**src/rtl/microcpu_pkg.sv**
```systemverilog
// Shared microcpu datapath constants.
// Default register-file geometry and the hardwired zero index.
package microcpu_pkg;

    localparam int DATA_W     = 32;
    localparam int NUM_REGS   = 32;
    localparam int REG_ADDR_W = $clog2(NUM_REGS);
    localparam int ZERO_IDX   = 0;

endpackage

```
**src/rtl/reg_scoreboard.sv**
```systemverilog
// Load-pending scoreboard for the register file.
// One bit per register; set by load issue, cleared by memory write-back.
module reg_scoreboard #(
    parameter int NUM_REGS = 32,
    parameter int ADDR_W   = 5,
    parameter int NUM_RD   = 2,
    parameter int ZERO_REG = 1
) (
    input  logic                     clk,
    input  logic                     rst_n,
    input  logic                     ld_issue,
    input  logic [ADDR_W-1:0]        ld_dest,
    input  logic                     mem_we,
    input  logic [ADDR_W-1:0]        mem_dest,
    input  logic [NUM_RD*ADDR_W-1:0] rd_addr,
    output logic [NUM_RD-1:0]        rd_pending
);
    import microcpu_pkg::*;

    logic [NUM_REGS-1:0] r_pending;
    logic                w_ld_zero;

    assign w_ld_zero = (ZERO_REG != 0) && (ld_dest == ADDR_W'(ZERO_IDX));

    // Set is written last so a new load beats its predecessor's completion.
    always_ff @(posedge clk or negedge rst_n) begin
        if (!rst_n) begin
            r_pending <= '0;
        end else begin
            if (mem_we)
                r_pending[mem_dest] <= 1'b0;
            if (ld_issue && !w_ld_zero)
                r_pending[ld_dest] <= 1'b1;
        end
    end

    for (genvar i = 0; i < NUM_RD; i++) begin : g_port
        logic [ADDR_W-1:0] w_addr;
        assign w_addr = rd_addr[i*ADDR_W +: ADDR_W];
        assign rd_pending[i] = r_pending[w_addr]
                            && !(mem_we && mem_dest == w_addr);
    end

endmodule

```
**src/rtl/reg_file_mp.sv**
```systemverilog
// Multi-port register file with ALU/memory write-back and bypass.
// Memory write-back wins same-index collisions; loads tracked by scoreboard.
module reg_file_mp #(
    parameter int DATA_W   = microcpu_pkg::DATA_W,
    parameter int NUM_REGS = microcpu_pkg::NUM_REGS,
    parameter int ADDR_W   = $clog2(NUM_REGS),
    parameter int NUM_RD   = 2,
    parameter int ZERO_REG = 1
) (
    input  logic                     clk,
    input  logic                     rst_n,
    input  logic [NUM_RD*ADDR_W-1:0] rd_addr,
    output logic [NUM_RD*DATA_W-1:0] rd_data,
    output logic [NUM_RD-1:0]        rd_pending,
    input  logic                     alu_we,
    input  logic [ADDR_W-1:0]        alu_dest,
    input  logic [DATA_W-1:0]        alu_data,
    input  logic                     mem_we,
    input  logic [ADDR_W-1:0]        mem_dest,
    input  logic [DATA_W-1:0]        mem_data,
    input  logic                     ld_issue,
    input  logic [ADDR_W-1:0]        ld_dest,
    output logic                     wr_conflict
);
    import microcpu_pkg::*;

    logic [DATA_W-1:0] r_regs [NUM_REGS];
    logic              r_conflict;
    logic              w_alu_zero;
    logic              w_mem_zero;
    logic              w_same_dest;

    assign w_alu_zero  = (ZERO_REG != 0) && (alu_dest == ADDR_W'(ZERO_IDX));
    assign w_mem_zero  = (ZERO_REG != 0) && (mem_dest == ADDR_W'(ZERO_IDX));
    assign w_same_dest = alu_we && mem_we && (alu_dest == mem_dest)
                      && (alu_dest != ADDR_W'(ZERO_IDX));

    // Memory write is issued last so it overrides the younger ALU result.
    always_ff @(posedge clk or negedge rst_n) begin
        if (!rst_n) begin
            for (int k = 0; k < NUM_REGS; k++)
                r_regs[k] <= '0;
            r_conflict <= 1'b0;
        end else begin
            if (alu_we && !w_alu_zero)
                r_regs[alu_dest] <= alu_data;
            if (mem_we && !w_mem_zero)
                r_regs[mem_dest] <= mem_data;
            r_conflict <= w_same_dest;
        end
    end

    assign wr_conflict = r_conflict;

    for (genvar i = 0; i < NUM_RD; i++) begin : g_rd
        logic [ADDR_W-1:0] w_addr;
        logic              w_zero;
        logic              w_mem_hit;
        logic              w_alu_hit;
        assign w_addr    = rd_addr[i*ADDR_W +: ADDR_W];
        assign w_zero    = (ZERO_REG != 0) && (w_addr == ADDR_W'(ZERO_IDX));
        assign w_mem_hit = mem_we && (mem_dest == w_addr);
        assign w_alu_hit = alu_we && (alu_dest == w_addr);
        assign rd_data[i*DATA_W +: DATA_W] =
            w_zero    ? '0       :
            w_mem_hit ? mem_data :
            w_alu_hit ? alu_data :
                        r_regs[w_addr];
    end

    reg_scoreboard #(
        .NUM_REGS (NUM_REGS),
        .ADDR_W   (ADDR_W),
        .NUM_RD   (NUM_RD),
        .ZERO_REG (ZERO_REG)
    ) u_sb (
        .clk        (clk),
        .rst_n      (rst_n),
        .ld_issue   (ld_issue),
        .ld_dest    (ld_dest),
        .mem_we     (mem_we),
        .mem_dest   (mem_dest),
        .rd_addr    (rd_addr),
        .rd_pending (rd_pending)
    );

endmodule

```
**config.mk**
```make
export PLATFORM = sky130hd
export DESIGN_NAME = reg_file_mp
export DESIGN_NICKNAME = d
export VERILOG_FILES = /design/src/rtl/microcpu_pkg.sv /design/src/rtl/reg_scoreboard.sv /design/src/rtl/reg_file_mp.sv
export SDC_FILE = /design/constraint.sdc
export NUM_CORES = 2
export LEC_CHECK = 0
export CAP_MARGIN = 20
export CORE_MARGIN = 4
export CORE_UTILIZATION = 40
export DETAILED_ROUTE_END_ITERATION = 16
export PLACE_DENSITY_LB_ADDON = 0.15
export SLEW_MARGIN = 40
export SYNTH_ARGS = -nofsm -noshare
export SYNTH_HDL_FRONTEND = slang
export SYNTH_HIERARCHICAL = 1
export SYNTH_SLANG_ARGS = --single-unit
```
**constraint.sdc**
```tcl
create_clock -name clk -period 3.1 [get_ports clk]
set_clock_uncertainty 0.2 [all_clocks]
set_input_delay 0.775 -clock clk [delete_from_list [all_inputs] [get_ports clk]]
set_output_delay 0.775 -clock clk [all_outputs]
set_load 0.01 [all_outputs]
```
; Yosys cells after proc, flatten, opt, wreduce, memory -nomap -nowiden
; Cells that the tools add are included.
[op_classes]
n_lt_le_gt_ge = 12
eq_ne = 5
n_mux = 30
bitwise_logic = 7
n_reduce_logical = 27
[op_table]
columns = cell, count
row1 = 1024-bit bitwise mux, 2
row2 = 1024-bit 2-to-1 mux, 2
row3 = 32-bit 2-to-1 mux, 14
row4 = 32-bit binary-select mux with 5-bit select, 2
row5 = 32-bit demux with 5-bit select, 2
row6 = 32-bit AND, 1
row7 = 32-bit inverter, 1
row8 = 32-bit bitwise OR, 1
row9 = 5-bit == test, 5
row10 = 5-bit zero test, 5
row11 = "6-bit >= comparator, second input constant", 4
row12 = "5-bit by 6-bit less-than comparator with 1-bit output, second input constant", 4
row13 = 5-bit inverter with 6-bit output, 4
row14 = 1-bit logical AND, 16
row15 = "6-bit by 1-bit less-than comparator with 1-bit output, second input constant", 2
row16 = 1-bit binary-select mux with 5-bit select, 2
row17 = 1-bit demux with 5-bit select, 2
row18 = "5-bit by 1-bit >= comparator with 1-bit output, second input constant", 2
row19 = 1-bit zero test, 5
row20 = 5-bit nonzero test, 1
row21 = 1-bit 2-to-1 mux, 4
[word_totals]
reg_bits = 1057
in_bits = 94
out_inout_bits = 67
wordCells = 115

; Longest topological paths before layout
[depth]
word_depth = 9
depth_mapped = 10
mapped_depth_nobuf = 5

; Hierarchy
; The synthesis kept the hierarchy.
[modules_own_cells]
columns = module, n_inst, cells_each, area_per_inst_um2
row1 = reg_file_mp, 1, 6423, 65213.8
row2 = reg_scoreboard, 1, 195, 2053.2

; Worst setup path after synthesis
; Ideal clock, no wire load.
[synth_timing]
path_type = input to output
from = input mem_dest[2]
to = output rd_data[9]
t_arrival_ns = 2.412
required_time_ns = 2.125
setup_slack_ns = -0.287
cell_stages = 8
path_cell_list = buf_4 -> xor2_1 -> nor4_2 -> and3_1 -> buf_4 -> buf_6 -> nor4_1 -> a2111oi_1
[synth_via]
elab_chain_cells = 4
[synth_lines]
columns = element, line
row1 = start: declaration, reg_file_mp.sv:19  ; input logic [ADDR_W-1:0] mem_dest,
row2 = 5-bit == test, reg_file_mp.sv:62  ; assign w_mem_hit = mem_we && (mem_dest == w_addr);
row3 = 1-bit logical AND, reg_file_mp.sv:62
row4 = 32-bit 2-to-1 mux, reg_file_mp.sv:66  ; w_mem_hit ? mem_data :
row5 = 32-bit 2-to-1 mux, reg_file_mp.sv:65  ; w_zero ? '0 :
row6 = end: declaration, reg_file_mp.sv:13  ; output logic [NUM_RD*DATA_W-1:0] rd_data,
; No other way between the ends.

; Worst setup path after layout
[layout_timing]
from = input rd_addr[3]
to = output rd_data[14]
[layout_via]
elab_chain_cells = 7
word_cells_on_any_way = 12
[layout_lines]
columns = element, line
row1 = start: declaration, reg_file_mp.sv:12  ; input logic [NUM_RD*ADDR_W-1:0] rd_addr,
row2 = 5-bit inverter with 6-bit output (implied by the code), reg_file_mp.sv:68  ; r_regs[w_addr];
row3 = 32-bit binary-select mux with 5-bit select, reg_file_mp.sv:68
row4 = 32-bit 2-to-1 mux (implied by the code) (2 in a row), reg_file_mp.sv:68
row5 = 32-bit 2-to-1 mux, reg_file_mp.sv:67  ; w_alu_hit ? alu_data :
row6 = 32-bit 2-to-1 mux, reg_file_mp.sv:66
row7 = 32-bit 2-to-1 mux *, reg_file_mp.sv:65
; Every way passes the cells marked *; elsewhere a longest branch is shown, timed or not. The select of a mux whose other input is x is not followed.

==> flow_summary.ini <==
[setup_path]
crit_family = buffers and inverters
r2r_cells = 3
regToRegSetupSlack_ns = 1.97
worstSetupPathDepth = 11
required_ns = 2.12
crit_fanout = 3
end_kind = primary output
worst_ep_arrival_time_ns = 3.26
worstSetupPathType = input pin to primary output
worst_path_most_repeated_cell = buf_6
cp-startpoint = rd_addr[3]
path_cells = buf_8 > buf_6 > xor2_4 > nor4_4 > buf_4 > nand3_4 > and2_4 > buf_6 > a2111oi_4 > buf_4 > buf_6
critPathCapture = rd_data[14]
reg2reg_to = r_regs[990]$_DFF_PN0_
r2r_start = r_regs[990]$_DFF_PN0_
cpMaxStageDelayCell = a2111oi_4
critPathLaunchType = input pin
cp_num_buf_inv = 6
crit_path_max_incr_delay_ns = 0.76

[placement]
place_area_um2 = 82900
dp_hpwl_um = 220000
port_buffers = 160
gp_congestion = 0.949

[worst_hold_path]
worstHoldStart = r_regs[1009]$_DFF_PN0_
hp-class = flop to flop

[routing]
route.met3.wl_um = 36300
ant_nets = 0
routedWlPerCell_um = 33.4
drc_errors = 0
routed_wl_um = 333000
highest_layer = met4
vias_per_cell = 6.35
num_vias = 63502
drt_iter0_drc = 8282
wl_met1_um = 128000
dr_wl_met2_um = 144000
drt-pass1-iter-count = 8

[timing]
worstMarginPinSlew_ns = 0.797
rsz0062_at_grt = yes
slew_headroom_pct = 46.9
slew_violations = 0
hold_viol = 0
period_needed_ns = 4.23
final.setup.worst_slack_ns = -1.13
fmax_mhz = 236
whs_ns = 0.201
timing.final.crit_share_pct = 137
setup_viol = 66

[synth]
netlist_area_um2 = 67300
synth_xor_area_share_pct = 0.456
synthFlopType = dfrtp_1
synth_top_area_cell = dfrtp_1
synth_area_leaders = dfrtp_1 (39%), mux2i_1 (14%), mux4_2 (14%)
synth_top_family_by_area = multiplexers
synthArstFlopShare_pct = 100
synth_fa_ha_area_share_pct = 0
synth.net_count = 6712
yosysTopAreaCellShare_pct = 39.3
synth.avg_cell_area_um2 = 10.2
yosysWarningCount = 6
syn_inst = 6618
synthSimpleGateAreaFrac_pct = 9.10
muxShareOfSynthArea_pct = 29.4
synth.distinct_cells = 80
ys_seq_elements = 1057
synth-seq-area-share_pct = 39.3
synth_most_common_cell = dfrtp_1
synth_edf_count = 0
yosys-top-cells-count = dfrtp_1 (1057), mux2i_1 (939), nor2_1 (915)
synth-compound-area-share_pct = 15.8

[finish]
final_nets = 7788
fin_area_um2 = 92000
multi_input_area_um2 = 39300
seq_area_um2 = 26500
utilization_pct = 55.0
final.fill_count = 14254
area_growth_pct = 36.8
drive_gt1_share_pct = 34.5

[power]
power.internal_mw = 36.5
seqPwrFrac_pct = 37.4
switching_power_mw = 17.3
clock_power_share_pct = 29.7
p_leak_nw = 39.9
switching_share_pct = 32.1
combinationalPowerShare_pct = 32.9
peakVddDrop_mv = 0.358
p_per_area_nw_per_um2 = 585

[cts]
clock_path_buffers = 3
root_buffer = clkbuf_16
clkLatencyLatePin_ns = 0.79
htreeDepth = 4
clkTransAtPathRegs_ns = 0.05
cts_sinks = 1057
cts_buffers = 132
cts_tree = yes

[floorplan]
die_y_um = 418
die_w_um = 418
start_util_pct = 40.2
row_count = 150
coreArea_um2 = 167000
design.die.area_um2 = 175000
io_pins = 161

[global_route]
antenna_found_initial = 6
grt_first_pass_wirelength_um = 467000
grt_pass1_vias = 60900
grt-ovfl-total = 0
grt_max_degree = 109
grt.total_usage_pct = 37.3

[job]
drv_cap = 0

[run_status]
violations = negative setup slack
run_status = finished with violations
## stage by stage
| stage | power, mW | TNS [ns] | setup WS (ns) | cells |
|---|---|---|---|---|
| 6_report | 53.8 | -54.49 | -1.13 | 9994 |
| 4_1_cts | 53.2 | -51.46 | -0.988 | 9916 |
| 2_1_floorplan | 28.7 | -8.62 | -0.165 | 6618 |
| 5_1_grt | 55.8 | -55.58 | -1.09 | 9992 |
| 3_3_place_gp | 36.2 | -192.66 | -2.17 | 9498 |
| 3_5_place_dp | 36.6 | -192.37 | -2.01 | 9498 |
## power groups by stage
stage	Combinational, mW	Clock [mW]	Sequential (mW)
after detailed placement	16.5	0	20.1
after floorplan	9.38	0	19.3
after global routing	18.8	16.6	20.4
after global placement	16.2	0	19.9
final	17.7	16.0	20.1
after CTS	17.2	16.1	19.9
## logic make-up (layout without fill, tap and decap cells)
family,count (synthesis),count (layout)
AOI/OAI and AO/OA,1735,1735
xor gates and xnor gates,35,35
buffers and inverters,862,2032
DFF,1057,1057
muxes,1440,1440
other,0,2
and+or+nand+nor,1489,1489
## worst min-delay path by stage
stage | to | slack, ns | depth (start not counted)
3_3_place_gp | r_regs[1010]$_DFF_PN0_ | 0.18 | 0
2_1_floorplan | r_regs[1000]$_DFF_PN0_ | 0.24 | 1
6_report | r_regs[1009]$_DFF_PN0_ | 0.20 | 0
3_5_place_dp | r_regs[1013]$_DFF_PN0_ | 0.18 | 0
5_1_grt | r_regs[1013]$_DFF_PN0_ | 0.21 | 0
4_1_cts | r_regs[1013]$_DFF_PN0_ | 0.20 | 0
## state kept, by name, indices dropped and copies added (netlist names)
register	flops
wr_conflict	1
r_regs	1024
u_sb/r_pending	32
## timing repair
item                                    4_1_cts  5_1_grt
setup buffers                               178       89
endpoints found under the setup margin       66       66
hold endpoints to repair                      9        0
gates resized for setup                     644      121
gates cloned                                 21        7
hold buffers                                  1        0
pin swaps                                   109       93
## layer usage
metal / up-vias / track usage, %
met5: - / 0
li1: 26518 / -
met4: 0 / 24.0
met2: 4211 / 54.6
met3: 967 / 9.72
met1: 31806 / 49.0
## final cells by class
cell class | count | area share [%]
Inverter | 35 | 0.143
Multi-Input combinational cell | 4699 | 42.7
Sequential cell | 1057 | 28.7
Clock buffer | 203 | 4.40
Tap cell | 2204 | 3.00
Clock inverter | 25 | 0.325
Timing Repair Buffer | 1769 | 20.7
Antenna cell | 2 | 0.00544
## cell usage in the layout (no fill, tap or decap), types with 24 or more instances in the layout
| master | netlist | layout |
|---|---|---|
| a22o_1 | 54 | 54 |
| buf_6 | 30 | 97 |
| nand2_4 | 0 | 27 |
| clkdlybuf4s50_1 | 0 | 71 |
| mux2_2 | 49 | 50 |
| nor2_4 | 2 | 27 |
| buf_12 | 0 | 326 |
| nor4_4 | 0 | 33 |
| a221oi_4 | 0 | 30 |
| o22ai_1 | 40 | 34 |
| a211oi_2 | 24 | 29 |
| o211a_1 | 31 | 25 |
| clkbuf_1 | 493 | 29 |
| buf_16 | 0 | 41 |
| o21ai_1 | 54 | 33 |
| nand3_1 | 34 | 26 |
| a221o_1 | 31 | 28 |
| mux2_1 | 34 | 29 |
| a21oi_1 | 869 | 869 |
| inv_1 | 32 | 32 |
| o21ai_0 | 355 | 353 |
| clkbuf_16 | 0 | 144 |
| a32oi_1 | 93 | 93 |
| mux4_2 | 408 | 414 |
| nor2_1 | 915 | 890 |
| clkbuf_8 | 0 | 37 |
| buf_4 | 90 | 1131 |
| buf_8 | 1 | 30 |
| mux2i_1 | 939 | 926 |
| buf_2 | 141 | 53 |
| a22oi_1 | 24 | 24 |
| nand2_1 | 392 | 362 |
| dfrtp_1 | 1057 | 1057 |
Note: power is estimated with default switching activity, not from simulation.
